## src/rtl/jpeg_dec_pkg.sv

```systemverilog
// Shared types and tables for the JPEG decoder run-length / de-zigzag stage.
// ZIGZAG maps scan position k to the natural row-major coefficient index.
package jpeg_dec_pkg;

    typedef enum logic [1:0] {
        EXP_DC = 2'd0,
        EXP_AC = 2'd1,
        OUT    = 2'd2
    } state_e;

    // {run, size} codes for the two AC symbols that carry no amplitude
    localparam logic [7:0] EOB_CODE = 8'h00;
    localparam logic [7:0] ZRL_CODE = 8'hF0;

    localparam int MAX_DC_SIZE = 11;
    localparam int MAX_AC_SIZE = 10;

    localparam logic [5:0] ZIGZAG [64] = '{
         0,  1,  8, 16,  9,  2,  3, 10,
        17, 24, 32, 25, 18, 11,  4,  5,
        12, 19, 26, 33, 40, 48, 41, 34,
        27, 20, 13,  6,  7, 14, 21, 28,
        35, 42, 49, 56, 57, 50, 43, 36,
        29, 22, 15, 23, 30, 37, 44, 51,
        58, 59, 52, 45, 38, 31, 39, 46,
        53, 60, 61, 54, 47, 55, 62, 63
    };

endpackage

```

## src/rtl/jpeg_amp_decode.sv

```systemverilog
// JPEG amplitude decode: (size, raw bits) to a signed coefficient value.
// Arithmetic is done modulo 2^COEF_WIDTH, matching the wrapping DC predictor.
module jpeg_amp_decode
    import jpeg_dec_pkg::*;
#(
    parameter int COEF_WIDTH = 11
) (
    input  logic [3:0]                   size_i,
    input  logic [10:0]                  bits_i,
    output logic signed [COEF_WIDTH-1:0] value_o
);

    logic [COEF_WIDTH-1:0] mask;
    logic [COEF_WIDTH-1:0] mag;
    logic                  msb;

    always_comb begin
        mask    = COEF_WIDTH'((32'd1 << size_i) - 32'd1);
        mag     = COEF_WIDTH'(bits_i) & mask;
        // mask ^ (mask >> 1) isolates bit S-1 without a variable bit-select
        msb     = |(mag & (mask ^ (mask >> 1)));
        value_o = msb ? mag : mag - mask;
        if (size_i == 4'd0 || int'(size_i) > MAX_DC_SIZE) begin
            value_o = '0;
        end
    end

endmodule

```

## src/rtl/jpeg_rle_dezigzag.sv

```systemverilog
// Rebuilds an 8x8 block of quantized coefficients from decoded DC/AC symbols
// and streams it out one natural-order row per handshake.
module jpeg_rle_dezigzag
    import jpeg_dec_pkg::*;
#(
    parameter int COEF_WIDTH = 11,
    parameter int NUM_COMP   = 3
) (
    input  logic                    clock,
    input  logic                    reset,
    input  logic                    sym_valid,
    output logic                    sym_ready,
    input  logic                    sym_is_dc,
    input  logic [1:0]              sym_comp,
    input  logic [3:0]              sym_run,
    input  logic [3:0]              sym_size,
    input  logic [10:0]             sym_bits,
    input  logic                    pred_clear,
    output logic                    out_valid,
    input  logic                    out_ready,
    output logic [2:0]              out_row,
    output logic                    out_last,
    output logic [8*COEF_WIDTH-1:0] out_data,
    output logic                    err
);

    typedef logic signed [COEF_WIDTH-1:0] coef_t;

    state_e      state_q, state_d;
    logic [6:0]  k_q, k_d;
    logic [2:0]  row_q, row_d;
    logic        err_q, err_d;
    logic        ready_q;
    logic [63:0] mask_q;
    coef_t       pred_q [NUM_COMP];
    coef_t       coef_q [64];

    coef_t       amp, dc_base, dc_new, wr_val;
    logic [6:0]  pos;
    logic [5:0]  wr_idx;
    logic        acc, wr_en, pred_we, mask_clr;

    jpeg_amp_decode #(.COEF_WIDTH(COEF_WIDTH)) u_amp (
        .size_i  (sym_size),
        .bits_i  (sym_bits),
        .value_o (amp)
    );

    assign sym_ready = ready_q & ~reset;
    assign acc       = sym_valid & sym_ready;
    assign pos       = k_q + {3'd0, sym_run};

    // An out-of-range component index predicts from 0 and is not stored
    always_comb begin
        dc_base = '0;
        for (int i = 0; i < NUM_COMP; i++) begin
            if (sym_comp == 2'(i) && !pred_clear) dc_base = pred_q[i];
        end
        dc_new = dc_base + amp;
    end

    always_comb begin
        state_d  = state_q;
        k_d      = k_q;
        row_d    = row_q;
        err_d    = err_q;
        wr_en    = 1'b0;
        wr_idx   = ZIGZAG[pos[5:0]];
        wr_val   = amp;
        pred_we  = 1'b0;
        mask_clr = 1'b0;
        case (state_q)
            EXP_DC: if (acc) begin
                if (sym_is_dc) begin
                    pred_we = 1'b1;
                    wr_en   = 1'b1;
                    wr_idx  = 6'd0;
                    wr_val  = dc_new;
                    k_d     = 7'd1;
                    state_d = EXP_AC;
                    if (int'(sym_size) > MAX_DC_SIZE) err_d = 1'b1;
                end else begin
                    err_d = 1'b1;
                end
            end
            EXP_AC: if (acc) begin
                if (sym_is_dc) begin
                    err_d   = 1'b1;
                    state_d = OUT;
                end else if ({sym_run, sym_size} == EOB_CODE) begin
                    state_d = OUT;
                end else if ({sym_run, sym_size} == ZRL_CODE) begin
                    k_d = k_q + 7'd16;
                    if (k_q + 7'd16 >= 7'd64) begin
                        err_d   = 1'b1;
                        state_d = OUT;
                    end
                end else if (sym_size == 4'd0 || int'(sym_size) > MAX_AC_SIZE || pos > 7'd63) begin
                    err_d   = 1'b1;
                    state_d = OUT;
                end else begin
                    wr_en = 1'b1;
                    k_d   = pos + 7'd1;
                    if (pos == 7'd63) state_d = OUT;
                end
            end
            OUT: if (out_ready) begin
                row_d = row_q + 3'd1;
                if (row_q == 3'd7) begin
                    mask_clr = 1'b1;
                    k_d      = 7'd0;
                    state_d  = EXP_DC;
                end
            end
            default: state_d = EXP_DC;
        endcase
    end

    always_ff @(posedge clock) begin
        if (reset) begin
            state_q <= EXP_DC;
            k_q     <= '0;
            row_q   <= '0;
            err_q   <= 1'b0;
            ready_q <= 1'b0;
            mask_q  <= '0;
            for (int i = 0; i < NUM_COMP; i++) pred_q[i] <= '0;
        end else begin
            state_q <= state_d;
            k_q     <= k_d;
            row_q   <= row_d;
            err_q   <= err_d;
            ready_q <= (state_d != OUT);
            if (mask_clr)   mask_q         <= '0;
            else if (wr_en) mask_q[wr_idx] <= 1'b1;
            for (int i = 0; i < NUM_COMP; i++) begin
                if (pred_we && sym_comp == 2'(i)) pred_q[i] <= dc_new;
                else if (pred_clear)              pred_q[i] <= '0;
            end
        end
    end

    // Stale contents are hidden by the mask, so the array needs no reset
    always_ff @(posedge clock) begin
        if (wr_en) coef_q[wr_idx] <= wr_val;
    end

    always_comb begin
        for (int c = 0; c < 8; c++) begin
            out_data[c*COEF_WIDTH +: COEF_WIDTH] =
                mask_q[{row_q, 3'(c)}] ? coef_q[{row_q, 3'(c)}] : '0;
        end
    end

    assign out_valid = (state_q == OUT);
    assign out_row   = row_q;
    assign out_last  = out_valid && (row_q == 3'd7);
    assign err       = err_q;

endmodule

```

## config.mk

```make
export PLATFORM = sky130hd
export DESIGN_NAME = jpeg_rle_dezigzag
export DESIGN_NICKNAME = d
export VERILOG_FILES = /design/src/rtl/jpeg_dec_pkg.sv /design/src/rtl/jpeg_amp_decode.sv /design/src/rtl/jpeg_rle_dezigzag.sv
export SDC_FILE = /design/constraint.sdc
export NUM_CORES = 1
export LEC_CHECK = 0
export ABC_CLOCK_PERIOD_IN_PS = 16050
export CELL_PAD_IN_SITES_DETAIL_PLACEMENT = 0
export CELL_PAD_IN_SITES_GLOBAL_PLACEMENT = 1
export CORE_AREA = 10 10 263 265
export CTS_CLUSTER_DIAMETER = 200
export DETAILED_ROUTE_END_ITERATION = 8
export DIE_AREA = 0 0 273 275
export MAX_ROUTING_LAYER = met4
export PLACE_DENSITY = 0.9
export SLEW_MARGIN = 20
export SYNTH_ARGS = -nofsm -noshare
export SYNTH_HDL_FRONTEND = slang
export SYNTH_SLANG_ARGS = --single-unit
```

## constraint.sdc

```tcl
create_clock -name clock -period 16.05 [get_ports clock]
set_input_delay 3.21 -clock clock [delete_from_list [all_inputs] [get_ports clock]]
set_output_delay 3.21 -clock clock [all_outputs]
set_load 0.05 [all_outputs]
```

==> impl_metrics.json <==
{
  "reg2reg_to": "coef_q[20][4]",
  "detailedPlace.worstSlack_ns": 5.63,
  "async_reset_ff_share_pct": 0,
  "cp-end-kind": "flop",
  "synth_area_per_cell_um2": 16.3,
  "layout.nets": 2314,
  "post_synth_top_cells": "726 x edfxtp_1, 227 x nor2_1, 194 x mux4_2",
  "final.setup_skew_ns": 0.0276,
  "post_cts_setup_driven_buffer_insertion_count": 0,
  "rows": 93,
  "cts_resized": 0,
  "synth.most_common_cell": "edfxtp_1",
  "synth_cell_type_count": 89,
  "tightest_slew_ns": 1.16,
  "io_buffers": 121,
  "die_height_um": 275,
  "clock.fmax_mhz": 101,
  "cts_tree": "yes",
  "drt_drc_violations_left": 0,
  "post_synth_main_area_contributors": "edfxtp_1 63%, mux4_2 13%, dfxtp_1 5.3%, mux2i_1 3.3%, nor2_1 2.4%",
  "synth.net_count": 2204,
  "post-route-worst-setup-slack_ns": 6.16,
  "vias_in_the_first_global_route": 20115,
  "reg2reg_setup_slack_ns": 10.19,
  "finalSetupTns_ns": 0,
  "cts.htree.levels": 3,
  "hold_path_class": "reg -> reg",
  "synth.cell_area_um2": 34800,
  "min_period_over_period_pct": 61.6,
  "timing.max_cap.violations": 0,
  "minimum_clock_period_after_layout_ns": 9.89,
  "wl_per_cell_um": 25.5,
  "detailedPlacementHpwl_mm": 47.7,
  "final_layout_size_suffix_gt1_share_pct": 19.1,
  "r2r-start": "k_q[0]",
  "outcome": "finished clean",
  "crit_arrival_ns": 10.22,
  "globalplace.congestion": 0.903,
  "setup_viol": 0,
  "grt_max_degree": 78,
  "rsz0062_at_grt": "no",
  "drt-pass1-iter-count": 5,
  "coreArea_um2": 63900,
  "muxShareOfSynthArea_pct": 16.0,
  "route.final.wire_length_mm": 81.0,
  "synth_top_family_by_area": "multiplexers",
  "routed_via_density": 6.28,
  "irDropWorstVdd_v": 0.0000807,
  "synth_edf_count": 726,
  "slew_headroom_pct": 22.7,
  "synth-compound-area-share_pct": 5.35,
  "yosysWarnings": 0,
  "worst_hold_startpoint": "mask_q[47]",
  "final-seq-area_um2": 23700,
  "ant_nets": 0,
  "critical_path_class": "in -> reg",
  "dieWidth_um": 273,
  "fin_cells": 3170,
  "register_area_share_after_synthesis_pct": 68.0,
  "finalHoldViolCount": 0,
  "grt_pass1_wl_mm": 124,
  "clk-insertion-delay-late_ns": 0.63,
  "synth.largest_area_cell": "edfxtp_1",
  "cts_made_buffers": 81,
  "cp.required_ns": 16.38,
  "synth-seq-cells": 818,
  "leakage_nw": 12.4,
  "clkSlewWorstSetupHoldPaths_ns": 0.06,
  "place_inst": 3019,
  "synthAdderAreaFrac_pct": 1.41,
  "path_max_fanout": 64,
  "areaGrowthSynthToFinish_pct": 14.4,
  "cts.sinks": 818,
  "synth-main-ff-cell": "edfxtp_1",
  "multiInputGateArea_um2": 10800,
  "filler_cell_count": 4334,
  "cts.path.max_buffers": 3,
  "cts-hold-fix-buffers": 0,
  "synth_xor_area_share_pct": 0.651,
  "cp-start-kind": "primary input",
  "yosys.area_share.simple_pct": 6.77,
  "gr_util_all_layers_pct": 22.1,
  "num_vias": 19922,
  "first_iter_violations": 2182,
  "worst_r2r_path_depth": 13,
  "holdWs_ns": 0.450,
  "clock-root-buffer": "clkbuf_16",
  "grt-ovfl-total": 0,
  "min_delay_worst_endpoint": "mask_q[47]",
  "num_io_pins": 122,
  "grt_antenna_before_repair": 1,
  "share_of_the_core_filled_with_cells_pct": 62.3,
  "hold_depth": 2,
  "finalMaxSlewViolations": 0,
  "powerDensity_nw_per_um2": 114,
  "netlist_instances": 2139,
  "synthDominantCellAreaShare_pct": 62.7,
  "start_util_pct": 54.5,
  "fp.dieArea_um2": 75100
}
per-layer routing:
metal | up-vias | wire length (um) | GRT usage (%)
met2 | 859 | 40700 | 35.8
met5 | - | 0 | -
met3 | 152 | 5320 | 3.18
li1 | 8658 | - | -
met1 | 10253 | 32700 | 28.7
met4 | 0 | 2190 | 7.46
per-stage QoR:
step	total power, W	instance area (um2)
CTS	0.00454	39700
finish	0.00452	39800
global route	0.00465	39800
global placement	0.00267	37000
floorplan	0.00258	34800
detailed placement	0.00269	37000
worst max-delay path, cell delays in order:
cell,delay [ns]
clkdlybuf4s50_1,0.92
nor4_2,0.68
inv_1,0.19
ha_1,0.42
xor2_1,0.37
mux2i_1,0.29
o2111ai_1,0.45
nor2_1,0.55
xnor2_1,0.25
nor2_1,0.09
ha_1,0.24
fa_1,0.47
a21o_1,0.20
a21oi_1,0.26
o211ai_1,0.18
a31o_2,0.26
a21oi_1,0.17
xor2_1,0.24
nor2_1,0.10
xnor2_2,0.13
buf_4,0.49
where the power goes:
group          switching (W)  leakage, nW  internal, W
sequential        0.00000242         7.39      0.00238
clock               0.000799         1.28      0.00107
combinational       0.000201         3.77    0.0000649
worst max path at each step:
stage | slack, ns | to | start
2_1_floorplan | 6.03 | coef_q[0][10] | sym_size[0]
3_3_place_gp | 5.77 | coef_q[49][10] | sym_size[3]
3_5_place_dp | 5.63 | coef_q[49][10] | sym_size[3]
4_1_cts | 6.24 | coef_q[49][10] | sym_size[3]
6_report | 6.16 | coef_q[19][10] | sym_size[3]
5_1_grt | 5.51 | coef_q[10][9] | sym_size[3]
registers in the layout, indices dropped and copies added (netlist names), named ones only:
name     cells
coef_q     704
err          1
k_q          7
mask_q      64
out_row      3
pred_q      33
ready_q      1
state_q      2
layout by cell type, fill, tap and decap left out, types with 8 or more instances in the layout:
cell type / netlist / routed
clkbuf_1: 83 / 14
o21a_1: 13 / 11
o21ai_0: 69 / 67
edfxtp_1: 726 / 726
a211oi_1: 8 / 8
ha_1: 36 / 36
clkbuf_16: 0 / 82
nor3_1: 22 / 21
inv_1: 32 / 32
dfxtp_1: 92 / 89
nand2_1: 124 / 124
clkdlybuf4s50_1: 0 / 121
xor2_1: 11 / 11
nor4_1: 13 / 9
xnor2_1: 13 / 12
nand3_1: 33 / 33
a21oi_1: 53 / 53
or2_2: 8 / 8
nor2_2: 0 / 22
a31oi_1: 17 / 15
mux2i_1: 116 / 111
buf_4: 1 / 33
mux4_2: 194 / 194
nor2_1: 227 / 205
nand4_1: 8 / 8
bufinv_16: 0 / 8
a21o_1: 15 / 11
clkinv_1: 0 / 11
clkinv_2: 0 / 18
o31ai_1: 21 / 19
nand2b_1: 11 / 11
kinds of logic (layout without fill, tap and decap cells):
family,Yosys count,in the layout
AOI/OAI and AO/OA,273,273
xor gates and xnor gates,25,25
adders and majority gates,38,38
buffers and inverters,163,338
DFF,818,818
muxes,313,313
other,0,1
and+or+nand+nor,509,509
final cells by class:
type                       instances  area share (%)
antenna                            1         0.00629
clock buffer                      96            5.29
clock inverter                    52            1.30
inverter                          33           0.311
multi-input combinational       1158            27.1
sequential                       818            59.4
tap                              855            2.69
timing repair buffer             157            3.81
No activity file was read; power rests on OpenSTA's default activity.
